===== src/rtl/spi_rx.sv =====
// SPI receive deserializer: oversamples sclk/rxd in the clk domain, recovers MSB-first words
// and presents them on an AXI-Stream master with a single-word output register.
module spi_rx #(
  parameter int DATA_WIDTH   = 8,
  parameter int SPI_MODE     = 0,
  parameter int IDLE_TIMEOUT = 256
) (
  input  logic                  clk,
  input  logic                  rst,
  input  logic                  sclk,
  input  logic                  rxd,
  output logic [DATA_WIDTH-1:0] m_axis_tdata,
  output logic                  m_axis_tvalid,
  input  logic                  m_axis_tready,
  output logic                  busy,
  output logic                  overrun,
  output logic                  frame_err,
  output logic                  dbg_state
);

  // Stream handshake: a word transfers on the clk edge where m_axis_tvalid && m_axis_tready;
  // tvalid never drops and tdata never changes while tvalid && !tready.

  localparam logic CPOL = logic'(SPI_MODE >= 2);
  localparam logic CPHA = logic'(SPI_MODE == 1 || SPI_MODE == 3);
  localparam int   CNT_W = $clog2(DATA_WIDTH + 1);
  localparam int   TO_W  = $clog2(IDLE_TIMEOUT);
  localparam logic [CNT_W-1:0] LAST_BIT = CNT_W'(DATA_WIDTH - 1);
  localparam logic [TO_W-1:0]  TO_LAST  = TO_W'(IDLE_TIMEOUT - 1);

  typedef enum logic {
    S_IDLE = 1'b0,
    S_RECV = 1'b1
  } state_t;

  state_t state, state_next;

  logic                  sclk_s1, sclk_s2, sclk_prev;
  logic                  rxd_s1, rxd_s2;
  logic                  sample_edge;
  logic                  word_done;
  logic                  timeout;
  logic [DATA_WIDTH-1:0] shift_reg;
  logic [DATA_WIDTH:0]   word_full;
  logic [DATA_WIDTH-1:0] word;
  logic [CNT_W-1:0]      bit_cnt;
  logic [TO_W-1:0]       to_cnt;

  // Synchronisers idle at CPOL so reset release never looks like a clock edge.
  always_ff @(posedge clk or posedge rst) begin
    if (rst) begin
      sclk_s1   <= CPOL;
      sclk_s2   <= CPOL;
      sclk_prev <= CPOL;
      rxd_s1    <= CPOL;
      rxd_s2    <= CPOL;
    end else begin
      sclk_s1   <= sclk;
      sclk_s2   <= sclk_s1;
      sclk_prev <= sclk_s2;
      rxd_s1    <= rxd;
      rxd_s2    <= rxd_s1;
    end
  end

  // Modes 0/3 sample on the rising edge, modes 1/2 on the falling edge.
  assign sample_edge = (CPOL == CPHA) ? (sclk_s2 & ~sclk_prev) : (~sclk_s2 & sclk_prev);

  // Appending the new bit and dropping the oldest also covers DATA_WIDTH == 1.
  assign word_full = {shift_reg, rxd_s2};
  assign word      = word_full[DATA_WIDTH-1:0];

  always_ff @(posedge clk or posedge rst) begin
    if (rst) state <= S_IDLE;
    else     state <= state_next;
  end

  always_comb begin
    state_next = state;
    word_done  = 1'b0;
    timeout    = 1'b0;
    case (state)
      S_IDLE: begin
        if (sample_edge) begin
          if (DATA_WIDTH == 1) word_done  = 1'b1;
          else                 state_next = S_RECV;
        end
      end
      S_RECV: begin
        if (sample_edge) begin
          if (bit_cnt == LAST_BIT) begin
            word_done  = 1'b1;
            state_next = S_IDLE;
          end
        end else if (to_cnt == TO_LAST) begin
          timeout    = 1'b1;
          state_next = S_IDLE;
        end
      end
      default: state_next = S_IDLE;
    endcase
  end

  always_ff @(posedge clk or posedge rst) begin
    if (rst) begin
      shift_reg <= '0;
      bit_cnt   <= '0;
    end else if (timeout) begin
      shift_reg <= '0;
      bit_cnt   <= '0;
    end else if (sample_edge) begin
      shift_reg <= word;
      bit_cnt   <= word_done ? '0 : bit_cnt + CNT_W'(1);
    end
  end

  // Cleared on firing as well, so the counter never reaches IDLE_TIMEOUT and never wraps.
  always_ff @(posedge clk or posedge rst) begin
    if (rst) begin
      to_cnt <= '0;
    end else if (state == S_IDLE || sample_edge || timeout) begin
      to_cnt <= '0;
    end else begin
      to_cnt <= to_cnt + TO_W'(1);
    end
  end

  always_ff @(posedge clk or posedge rst) begin
    if (rst) begin
      m_axis_tdata  <= '0;
      m_axis_tvalid <= 1'b0;
      overrun       <= 1'b0;
      frame_err     <= 1'b0;
    end else begin
      if (word_done && (!m_axis_tvalid || m_axis_tready)) begin
        m_axis_tdata  <= word;
        m_axis_tvalid <= 1'b1;
      end else if (m_axis_tvalid && m_axis_tready) begin
        m_axis_tvalid <= 1'b0;
      end
      overrun   <= word_done && m_axis_tvalid && !m_axis_tready;
      frame_err <= timeout;
    end
  end

  assign busy      = (state == S_RECV);
  assign dbg_state = state;

endmodule


===== config.mk =====
export PLATFORM = sky130hd
export DESIGN_NAME = spi_rx
export DESIGN_NICKNAME = d
export VERILOG_FILES = /design/src/rtl/spi_rx.sv
export SDC_FILE = /design/constraint.sdc
export NUM_CORES = 1
export LEC_CHECK = 0
export CAP_MARGIN = 0
export CORE_MARGIN = 2
export CORE_UTILIZATION = 60
export CTS_BUF_LIST = sky130_fd_sc_hd__clkbuf_2 sky130_fd_sc_hd__clkbuf_4 sky130_fd_sc_hd__clkbuf_8
export CTS_CLUSTER_SIZE = 30
export DETAILED_ROUTE_END_ITERATION = 8
export DONT_BUFFER_PORTS = 1
export GPL_ROUTABILITY_DRIVEN = 1
export PLACE_DENSITY = 0.76
export SYNTH_ARGS = -nofsm -noshare
export SYNTH_HDL_FRONTEND = slang
export SYNTH_SLANG_ARGS = --single-unit

===== constraint.sdc =====
create_clock -name clk -period 4.7 [get_ports clk]
set_clock_uncertainty 0.15 [all_clocks]
set_input_delay 0.94 -clock clk [delete_from_list [all_inputs] [get_ports clk]]
set_output_delay 0.94 -clock clk [all_outputs]
set_load 0.1 [all_outputs]

==> reports/qor.txt, run 1 <==
Max Freq: 395 MHz
Power Dens Cells: 541 nW/um^2
critical path class: flip-flop to flip-flop
Post-Route WL: 2450 um
Avg Inst Size Synth: 11.6 um^2
Post-Syn Instances: 127
syn nets: 134
DRT Pass-1 Iters: 4
GRT Resource Usage Total: 21.0%
CTS tree: built
WP data arrival: 2.62 ns
Final Hold Fails: 0
Int Pwr: 0.506 mW
CP Max Fanout: 8
Layout area overhead: 6.81%
starting density of the core: 65.1%
gr ovfl total: 0
Slowest-stage cell, CP: dfrtp_2
io pins: 18
die height: 53.5 um
# diodes: 0
vias per std cell: 5.85
maxcap violations: 0
CTS Sinks: 36
max incr delay on CP: 1.07 ns
P_leak: 0.717 nW
Switching Fraction: 40.5%
layout net count: 137
Final ANT Viol Nets: 0
first-pass GRT wire length: 4010 um
Hold-fix buffers, CTS: 0
Final period util: 53.8%
fin. max-slew vios: 0
post-synth top area cell: dfrtp_1
total vias in the final route: 930
switching power: 0.344 mW
top post-synthesis cells by area: dfrtp_1 61%, mux2_2 6.1%, nand2_1 5.4%
die span in x: 53.5 um
Max Root-Sink Buffers: 2
core area: 2250 um^2
die area: 2860 um^2
Reg power frac: 65.3%
Clock Tree Root: clkbuf_4
Worst-path clk slew: 0.11 ns
setup violators final: 0
routability cong.: 0.789
area fraction of the dominant cell type after synthesis: 61.3%
list of most frequent post-synthesis cells: 36 x dfrtp_1, 21 x nand2_1, 11 x o21ai_0
DRC: 0
initial antenna violation count: 0
clock network fraction of total power: 25.1%
Worst EP required: 4.79 ns
Setup crit end kind: flip-flop
worst path cell trace: nand4b_2 -> nor3b_4 -> mux2_2
Setup TNS: 0 ns
relative max-transition margin: 31.8%
top-count cell post-synth: dfrtp_1
CTS Buf Count: 5
Mapped Area: 1470 um^2
register area share after synthesis: 61.3%
initial DRC count: 31
# H-tree levels: 2
Ys Warns: 0
unrepaired setup endpoints after global routing: no
min-delay worst type: flip-flop to flip-flop
status: finished clean
number of setup buffers added after CTS: 0
Yosys cell types: 32
Tot Pwr: 0.849 mW
Gate power share: 9.6%
cts repair resizes: 0
crit path launch type: flip-flop
largest net degree at the start of global routing: 37
Final Critical Period: 2.53 ns
clk_lat worst skew: 0.34 ns
WL/cell: 15.4 um
Peak supply drop: 0.410 mV
vias in the first global route: 889
share of cells above drive strength 1: 16.8%
Slew @ Worst Pin: 1.02 ns
commonest register cell after synthesis: dfrtp_1
EDFF count, synth: 0
Post-DP HPWL: 1610 um
row count: 17
Yosys reg bits: 36
post-layout util: 69.6%
asr flop ratio synth: 100%
IO Port Bufs: 0
==> final cells by class <==
cell class | instances | area (um^2)
Timing Repair Buffer | 1 | 7.51
Sequential cell | 36 | 902
Inverter | 4 | 15.0
Fill cell | 158 | 686
Tap cell | 28 | 35.0
Clock buffer | 5 | 37.5
Clock inverter | 3 | 42.5
Multi-Input combinational cell | 82 | 529
==> metal layers <==
| metal | part of all wire, % | routed length, um | global-route usage [%] | vias up |
|---|---|---|---|---|
| li1 | - | - | - | 445 |
| met4 | 1.1 | 26 | 10.3 | 0 |
| met2 | 46 | 1120 | 28.6 | 30 |
| met5 | 0 | 0 | 0 | - |
| met3 | 5.8 | 143 | 10.5 | 2 |
| met1 | 47 | 1160 | 27.4 | 453 |
==> final timing paths <==
path,from,endpoint,slack [ns],cells past startpoint
setup / recovery,busy,m_axis_tdata[2],2.17,3
hold / removal,rxd_s1,rxd_s2,0.21,0
setup reg to reg,busy,m_axis_tdata[2],2.17,3
hold reg to reg,rxd_s1,rxd_s2,0.21,0
max in group asynchronous,rst,busy,3.65,2
min in group asynchronous,rst,shift_reg[0],0.42,2
==> critical path: cells and delay by family (launching register included) <==
family,cells,cell delay [ns]
and+or+nand+nor,2,0.82
DFF,1,1.07
muxes,1,0.39
==> stage by stage <==
step	hold WS (ns)	area [um^2]	setup WS, ns	instances
finish	0.215	1570	2.17	159
global route	0.232	1570	2.09	159
CTS	0.218	1570	2.16	159
detailed placement	0.192	1490	2.17	151
global placement	0.188	1490	2.22	151
floorplan	0.181	1470	2.19	127
==> cell usage in the layout (no fill, tap or decap), types with 2 or more instances in the layout <==
cell	n
ha_1	2
o21ai_0	11
nor2_1	6
a21oi_1	6
clkbuf_4	5
inv_1	4
nand2b_1	2
nand3_1	6
nand2_1	21
dfrtp_1	35
xor2_1	2
mux2_2	8
==> logic make-up (layout without fill, tap and decap cells) <==
kind of cell | count (synthesis) | after routing | share of synthesized area, %
xor gates and xnor gates | 3 | 3 | 1.79
muxes | 9 | 9 | 6.81
and+or+nand+nor | 46 | 46 | 16.8
DFF | 36 | 36 | 61.3
buffers and inverters | 9 | 13 | 2.64
adders and majority gates | 2 | 2 | 1.70
AOI/OAI and AO/OA | 22 | 22 | 8.94
==> power groups by stage <==
stage	Sequential, mW	Combinational [mW]	Clock, mW
after floorplan	0.539	0.0813	0
after global routing	0.562	0.0944	0.233
after global placement	0.558	0.0781	0
after detailed placement	0.561	0.0818	0
final	0.555	0.0813	0.213
after CTS	0.555	0.0827	0.218
Note: power is estimated with default switching activity, not from simulation.
==> run 2: changes to the inputs <==
--- a/config.mk
+++ b/config.mk
@@ -7,7 +7,7 @@
 export LEC_CHECK = 0
 export CAP_MARGIN = 0
 export CORE_MARGIN = 2
-export CORE_UTILIZATION = 60
+export CORE_UTILIZATION = 58
 export CTS_BUF_LIST = sky130_fd_sc_hd__clkbuf_2 sky130_fd_sc_hd__clkbuf_4 sky130_fd_sc_hd__clkbuf_8
 export CTS_CLUSTER_SIZE = 30
 export DETAILED_ROUTE_END_ITERATION = 8
==> constraint.sdc (replaced) <==
create_clock -name clk -period 2.3 [get_ports clk]
set_clock_uncertainty 0.15 [all_clocks]
set_input_delay 0.46 -clock clk [delete_from_list [all_inputs] [get_ports clk]]
set_output_delay 0.46 -clock clk [all_outputs]
set_load 0.1 [all_outputs]
==> run 2 against run 1 <==
Via count rose by 3.5%. Utilization fell by 1.9 points. Fmax rose by 30%. Total power rose by 110%. Die area rose by 3.2%. Combinational power rose to 2.9 times the previous value. Non-clock buffer count rose by 9. Wire length rose by 4.0%. First-iteration DRC count fell by 45%. Clock power rose by 110%. Register-to-register slack got worse by 1.8 ns. Critical path depth rose by 1. Largest cell class unchanged.
==> reports/qor.txt, run 2 (synthesis results as in run 1) <==
Slowest-stage cell, CP: nor3b_4 (was dfrtp_2)
R2R Path End: m_axis_tdata[0] (was m_axis_tdata[2])
crit path launch type: flip-flop (unchanged)
critical path class: flip-flop to flip-flop (unchanged)
GRT Resource Usage Total: 21.6% (was 21.0%)
worst path cell trace: ha_1 -> nand4b_2 -> nor3b_4 -> mux2_2 (was nand4b_2 -> nor3b_4 -> mux2_2)
Final period util: 84.7% (was 53.8%)
max incr delay on CP: 0.44 ns (was 1.07 ns)
Power Dens Cells: 1070 nW/um^2 (was 541 nW/um^2)
vias in the first global route: 957 (was 889)
die span in x: 54.3 um (was 53.5 um)
dpl cells: 159 (was 151)
Final ANT Viol Nets: 0 (unchanged)
end of the critical path: m_axis_tdata[0] (was m_axis_tdata[2])
gr ovfl total: 0 (unchanged)
DRT Pass-1 Iters: 4 (unchanged)
layout net count: 146 (was 137)
total vias in the final route: 963 (was 930)
core area: 2430 um^2 (was 2250 um^2)
Max Root-Sink Buffers: 2 (unchanged)
P_leak: 0.764 nW (was 0.717 nW)
row count: 18 (was 17)
unrepaired setup endpoints after global routing: no (unchanged)
first-pass GRT wire length: 4320 um (was 4010 um)
die height: 54.3 um (was 53.5 um)
most frequent cells in the layout: 35 x dfrtp_1, 21 x nand2_1, 11 x o21ai_0 (unchanged)
Worst-path clk slew: 0.11 ns (about the same)
vias per std cell: 5.66 (was 5.85)
critical path launch point: bit_cnt[0] (was busy)
Layout area overhead: 12.1% (was 6.81%)
fin. max-slew vios: 0 (unchanged)
clk_lat worst skew: 0.34 ns (about the same)
relative max-transition margin: 39.7% (was 31.8%)
die area: 2950 um^2 (was 2860 um^2)
status: finished clean (unchanged)
Max Freq: 513 MHz (was 395 MHz)
Post-Route WL: 2550 um (was 2450 um)
routability cong.: 0.833 (was 0.789)
FF+latch area: 902 um^2 (unchanged)
number of setup buffers added after CTS: 0 (unchanged)
CTS tree: built (unchanged)
post-route insts no fill: 170 (was 159)
most common cell after layout, fill and taps aside: dfrtp_1 (unchanged)
FF-to-FF Start: bit_cnt[0] (was busy)
Peak supply drop: 1.09 mV (was 0.410 mV)
FILL cells: 189 (was 158)
maxcap violations: 0 (unchanged)
Final Critical Period: 1.95 ns (was 2.53 ns)
DRC: 0 (unchanged)
Fin Hold WS: 0.182 ns (was 0.215 ns)
WP data arrival: 2.03 ns (was 2.62 ns)
Worst EP required: 2.38 ns (was 4.79 ns)
Setup crit end kind: flip-flop (unchanged)
Post-DP HPWL: 1730 um (was 1610 um)
Worst Reg2Reg Path Length in Cells: 4 (was 3)
Hold Path Origin: m_axis_tready (was rxd_s1)
CTS Sinks: 36 (unchanged)
largest net degree at the start of global routing: 37 (unchanged)
# diodes: 0 (unchanged)
# H-tree levels: 2 (unchanged)
R2R setup slack: 0.35 ns (was 2.17 ns)
CTS Buf Count: 5 (unchanged)
Multi-input gate area: 529 um^2 (unchanged)
setup violators final: 0 (unchanged)
CP Max Fanout: 8 (unchanged)
Slew @ Worst Pin: 0.905 ns (was 1.02 ns)
Final Hold Fails: 0 (unchanged)
min-delay worst type: input port to flip-flop (was flip-flop to flip-flop)
starting density of the core: 60.4% (was 65.1%)
Setup TNS: 0 ns (unchanged)
initial antenna violation count: 0 (unchanged)
initial DRC count: 17 (was 31)
io pins: 18 (unchanged)
WL/cell: 15.0 um (was 15.4 um)
IO Port Bufs: 0 (unchanged)
share of cells above drive strength 1: 20.0% (was 16.8%)
Clock Tree Root: clkbuf_4 (unchanged)
==> run 2: report_power, final <==
| group | internal (mW) | leakage (nW) | total (mW) | switching, mW |
|---|---|---|---|---|
| registers | 0.726 | 0.471 | 1.09 | 0.360 |
| clock network | 0.240 | 0.0456 | 0.445 | 0.205 |
| logic | 0.0944 | 0.248 | 0.236 | 0.141 |
| total | 1.06 | 0.764 | 1.77 | 0.707 |
==> run 2: layout make-up <==
type / count / area share (%)
Clock buffer: 6 / 2.74
Clock inverter: 2 / 2.13
Inverter: 4 / 0.912
Multi-Input combinational cell: 82 / 32.1
Sequential cell: 36 / 54.8
Tap cell: 30 / 2.28
Timing Repair Buffer: 10 / 5.02
==> run 2: critical path, delay by kind of cell, from the launching register on <==
family,cells,cell delay (ns)
adder cells (fa/ha/maj),1,0.24
flip-flops,1,0.40
multiplexers,1,0.39
AND/OR/NAND/NOR,2,0.65
==> run 2: per-layer routing <==
metal  GRT usage [%]  up-vias  wire [um]
li1                -      465          -
met1            26.4      465       1110
met2            33.9       23       1250
met3            7.10       10        115
met4            11.3        0         74
met5               0        -          0
==> run 2: what timing repair did <==
item | CTS | global route
resized for setup | 0 | 0
hold buffers | 3 | 0
endpoints found under the hold margin | 38 | 0
==> run 2: worst min-delay path by stage <==
stage | end | slack, ns | cells past startpoint
finish | overrun | 0.18 | 2
global placement | sclk_s2 | 0.18 | 0
detailed placement | sclk_s2 | 0.18 | 0
floorplan | rxd_s2 | 0.18 | 0
CTS | overrun | 0.18 | 2
global route | overrun | 0.18 | 2
==> run 2: per-stage QoR <==
step	setup WS [ns]	total power [mW]	utilization (%)	area, um^2
final	0.352	1.77	67.7	1650
after global routing	0.198	1.85	67.7	1650
after CTS	0.347	1.78	67.7	1650
after detailed placement	0.339	1.33	63.2	1540
after global placement	0.462	1.31	63.2	1540
after floorplan	0.318	1.27	-	1470
==> run 3: changes to the inputs <==
==> constraint.sdc (replaced) <==
create_clock -name clk -period 1.59 [get_ports clk]
set_clock_uncertainty 0.15 [all_clocks]
set_input_delay 0.318 -clock clk [delete_from_list [all_inputs] [get_ports clk]]
set_output_delay 0.318 -clock clk [all_outputs]
set_load 0.1 [all_outputs]
==> run 3 against run 2 <==
The run now ends with setup timing left. Register-to-register slack worse by 0.45 ns. Die area is the same. Hold slack lost 0.12 ns. Total power is 63% higher. Critical path type unchanged. Largest cell class unchanged.
==> reports/qor.txt, run 3 (synthesis results as in run 1) <==
IO Port Bufs: 0 (unchanged)
Worst Reg2Reg Path Length in Cells: 5 (was 4)
core area: 2430 um^2 (unchanged)
DRT Pass-1 Iters: 4 (unchanged)
Max Freq: 593 MHz (was 513 MHz)
min-delay worst type: input port to flip-flop (unchanged)
Final ANT Viol Nets: 0 (unchanged)
die area: 2950 um^2 (unchanged)
most frequent cells in the layout: 33 x dfrtp_1, 26 x buf_4, 21 x nand2_1 (was 35 x dfrtp_1, 21 x nand2_1, 11 x o21ai_0)
R2R Path End: m_axis_tdata[1] (was m_axis_tdata[0])
Post-DP HPWL: 2120 um (was 1730 um)
clk_lat worst skew: 0.34 ns (about the same)
unrepaired setup endpoints after global routing: yes (was no)
share of cells above drive strength 1: 35.4% (was 20.0%)
Power Dens Cells: 1460 nW/um^2 (was 1070 nW/um^2)
Slew @ Worst Pin: 0.466 ns (was 0.905 ns)
critical path launch point: bit_cnt[1] (was bit_cnt[0])
first-pass GRT wire length: 4970 um (was 4320 um)
die height: 54.3 um (unchanged)
hold path cells: 2 (unchanged)
Setup crit end kind: flip-flop (unchanged)
total vias in the final route: 1,096 (was 963)
GRT Resource Usage Total: 25.4% (was 21.6%)
relative max-transition margin: 68.8% (was 39.7%)
vias in the first global route: 1,059 (was 957)
post-layout util: 81.1% (was 67.7%)
Post-Route WL: 3180 um (was 2550 um)
Final period util: 106% (was 84.7%)
Hold Path Origin: m_axis_tready (unchanged)
Clock Tree Root: clkbuf_4 (unchanged)
Reg power frac: 40.8% (was 61.5%)
largest net degree at the start of global routing: 23 (was 37)
status: finished, violations left (was finished clean)
DRC: 0 (unchanged)
WL/cell: 16.4 um (was 15.0 um)
post-route insts no fill: 194 (was 170)
crit path launch type: flip-flop (unchanged)
initial antenna violation count: 0 (unchanged)
DRT met1 WL: 1340 um (was 1110 um)
most common cell after layout, fill and taps aside: dfrtp_1 (unchanged)
Switching Fraction: 38.3% (was 40.0%)
gr ovfl total: 0 (unchanged)
CTS Sinks: 36 (unchanged)
Gate power share: 37.0% (was 13.3%)
DR WL met2: 1690 um (was 1250 um)
post-place instance area: 1750 um^2 (was 1540 um^2)
P_leak: 0.944 nW (was 0.764 nW)
Layout area overhead: 34.2% (was 12.1%)
critical path class: flip-flop to flip-flop (unchanged)
dpl cells: 179 (was 159)
DR WL met3: 136 um (was 115 um)
WP data arrival: 1.77 ns (was 2.03 ns)
Max Root-Sink Buffers: 2 (unchanged)
CP Max Fanout: 8 (unchanged)
clock network fraction of total power: 22.2% (was 25.2%)
Int Pwr: 1.78 mW (was 1.06 mW)
DR top layer: met4 (unchanged)
fin. max-slew vios: 0 (unchanged)
CTS Buf Count: 5 (unchanged)
setup violators final: 11 (was 0)
row count: 18 (unchanged)
maxcap violations: 0 (unchanged)
Worst-path clk slew: 0.10 ns (was 0.11 ns)
die span in x: 54.3 um (unchanged)
Final Hold Fails: 0 (unchanged)
FILL cells: 131 (was 189)
switching power: 1.10 mW (was 0.707 mW)
R2R setup slack: -0.1 ns (was 0.35 ns)
failing checks: setup timing
Worst EP required: 1.67 ns (was 2.38 ns)
starting density of the core: 60.4% (unchanged)
routability cong.: 0.726 (was 0.833)
Peak supply drop: 1.43 mV (was 1.09 mV)
# H-tree levels: 2 (unchanged)
CTS tree: built (unchanged)
# diodes: 0 (unchanged)
layout net count: 170 (was 146)
vias per std cell: 5.65 (was 5.66)
FF-to-FF Start: bit_cnt[1] (was bit_cnt[0])
final worst slack: -0.0971 ns (was 0.352 ns)
Final Critical Period: 1.69 ns (was 1.95 ns)
io pins: 18 (unchanged)
hold endpoint: overrun (unchanged)
Final Cell Area: 1970 um^2 (was 1650 um^2)
initial DRC count: 11 (was 17)
run 3: cell count changes in the layout (fill, tap and decap cells not counted), moves of 2 or more:
| cell | change |
|---|---|
| o21ai_1 | +4 |
| mux2_2 | -8 |
| buf_12 | +3 |
| dfrtp_1 | -2 |
| mux2_4 | +8 |
| buf_4 | +19 |
| o21ai_0 | -4 |
run 3: area by class of cell:
cell class,instances,area [um^2],area share [%]
flip-flops and latches,36,907,46.0
multi-input cells,82,608,30.8
repair buffers,34,324,16.4
clock buffers,6,45.0,2.28
well taps,30,37.5,1.90
clock inverters,2,35.0,1.78
inverters,4,15.0,0.761
run 3: worst max path at each step:
stage                      endpoint  slack (ns)
finish              m_axis_tdata[1]        -0.1
CTS                 m_axis_tdata[1]       -0.08
detailed placement  m_axis_tdata[0]       -0.14
global placement    m_axis_tdata[3]       -0.06
global route        m_axis_tdata[1]       -0.13
floorplan           m_axis_tdata[0]       -0.22
run 3: per-layer routing:
metal	track usage (%)	vias up
met2	42.4	29
met5	0	-
met1	30.7	553
met3	9.29	4
met4	7.92	0
li1	-	510
run 3: power by group through the flow:
stage	combinational (mW)	clock [mW]	sequential (mW)
after global routing	1.12	0.695	1.19
final	1.07	0.640	1.18
after floorplan	0.248	0	1.60
after detailed placement	0.963	0	1.18
after CTS	1.05	0.645	1.17
after global placement	0.936	0	1.17
run 3: per-stage QoR:
step	TNS (ns)	worst slack (ns)	power (mW)	hold WS, ns
floorplan	-1.76	-0.220	1.85	0.181
global placement	-0.457	-0.0579	2.10	0.102
detailed placement	-1.13	-0.135	2.14	0.119
CTS	-0.682	-0.0753	2.87	0.0600
global route	-1.23	-0.131	3.01	0.0548
finish	-0.845	-0.0971	2.88	0.0588
run 3: worst max-delay path, stage by stage (launching register included):
cell	delay [ns]
dfrtp_1	0.43
ha_4	0.17
nand4b_4	0.12
nor3b_4	0.23
buf_12	0.17
mux2_4	0.31
run 3: what timing repair did:
item,in CTS,in global routing
resized for setup,14,8
cloned,0,0
setup buffers,4,0
setup endpoints to repair,11,21
hold buffers,3,0
hold endpoints to repair,23,0
pin swaps,3,0
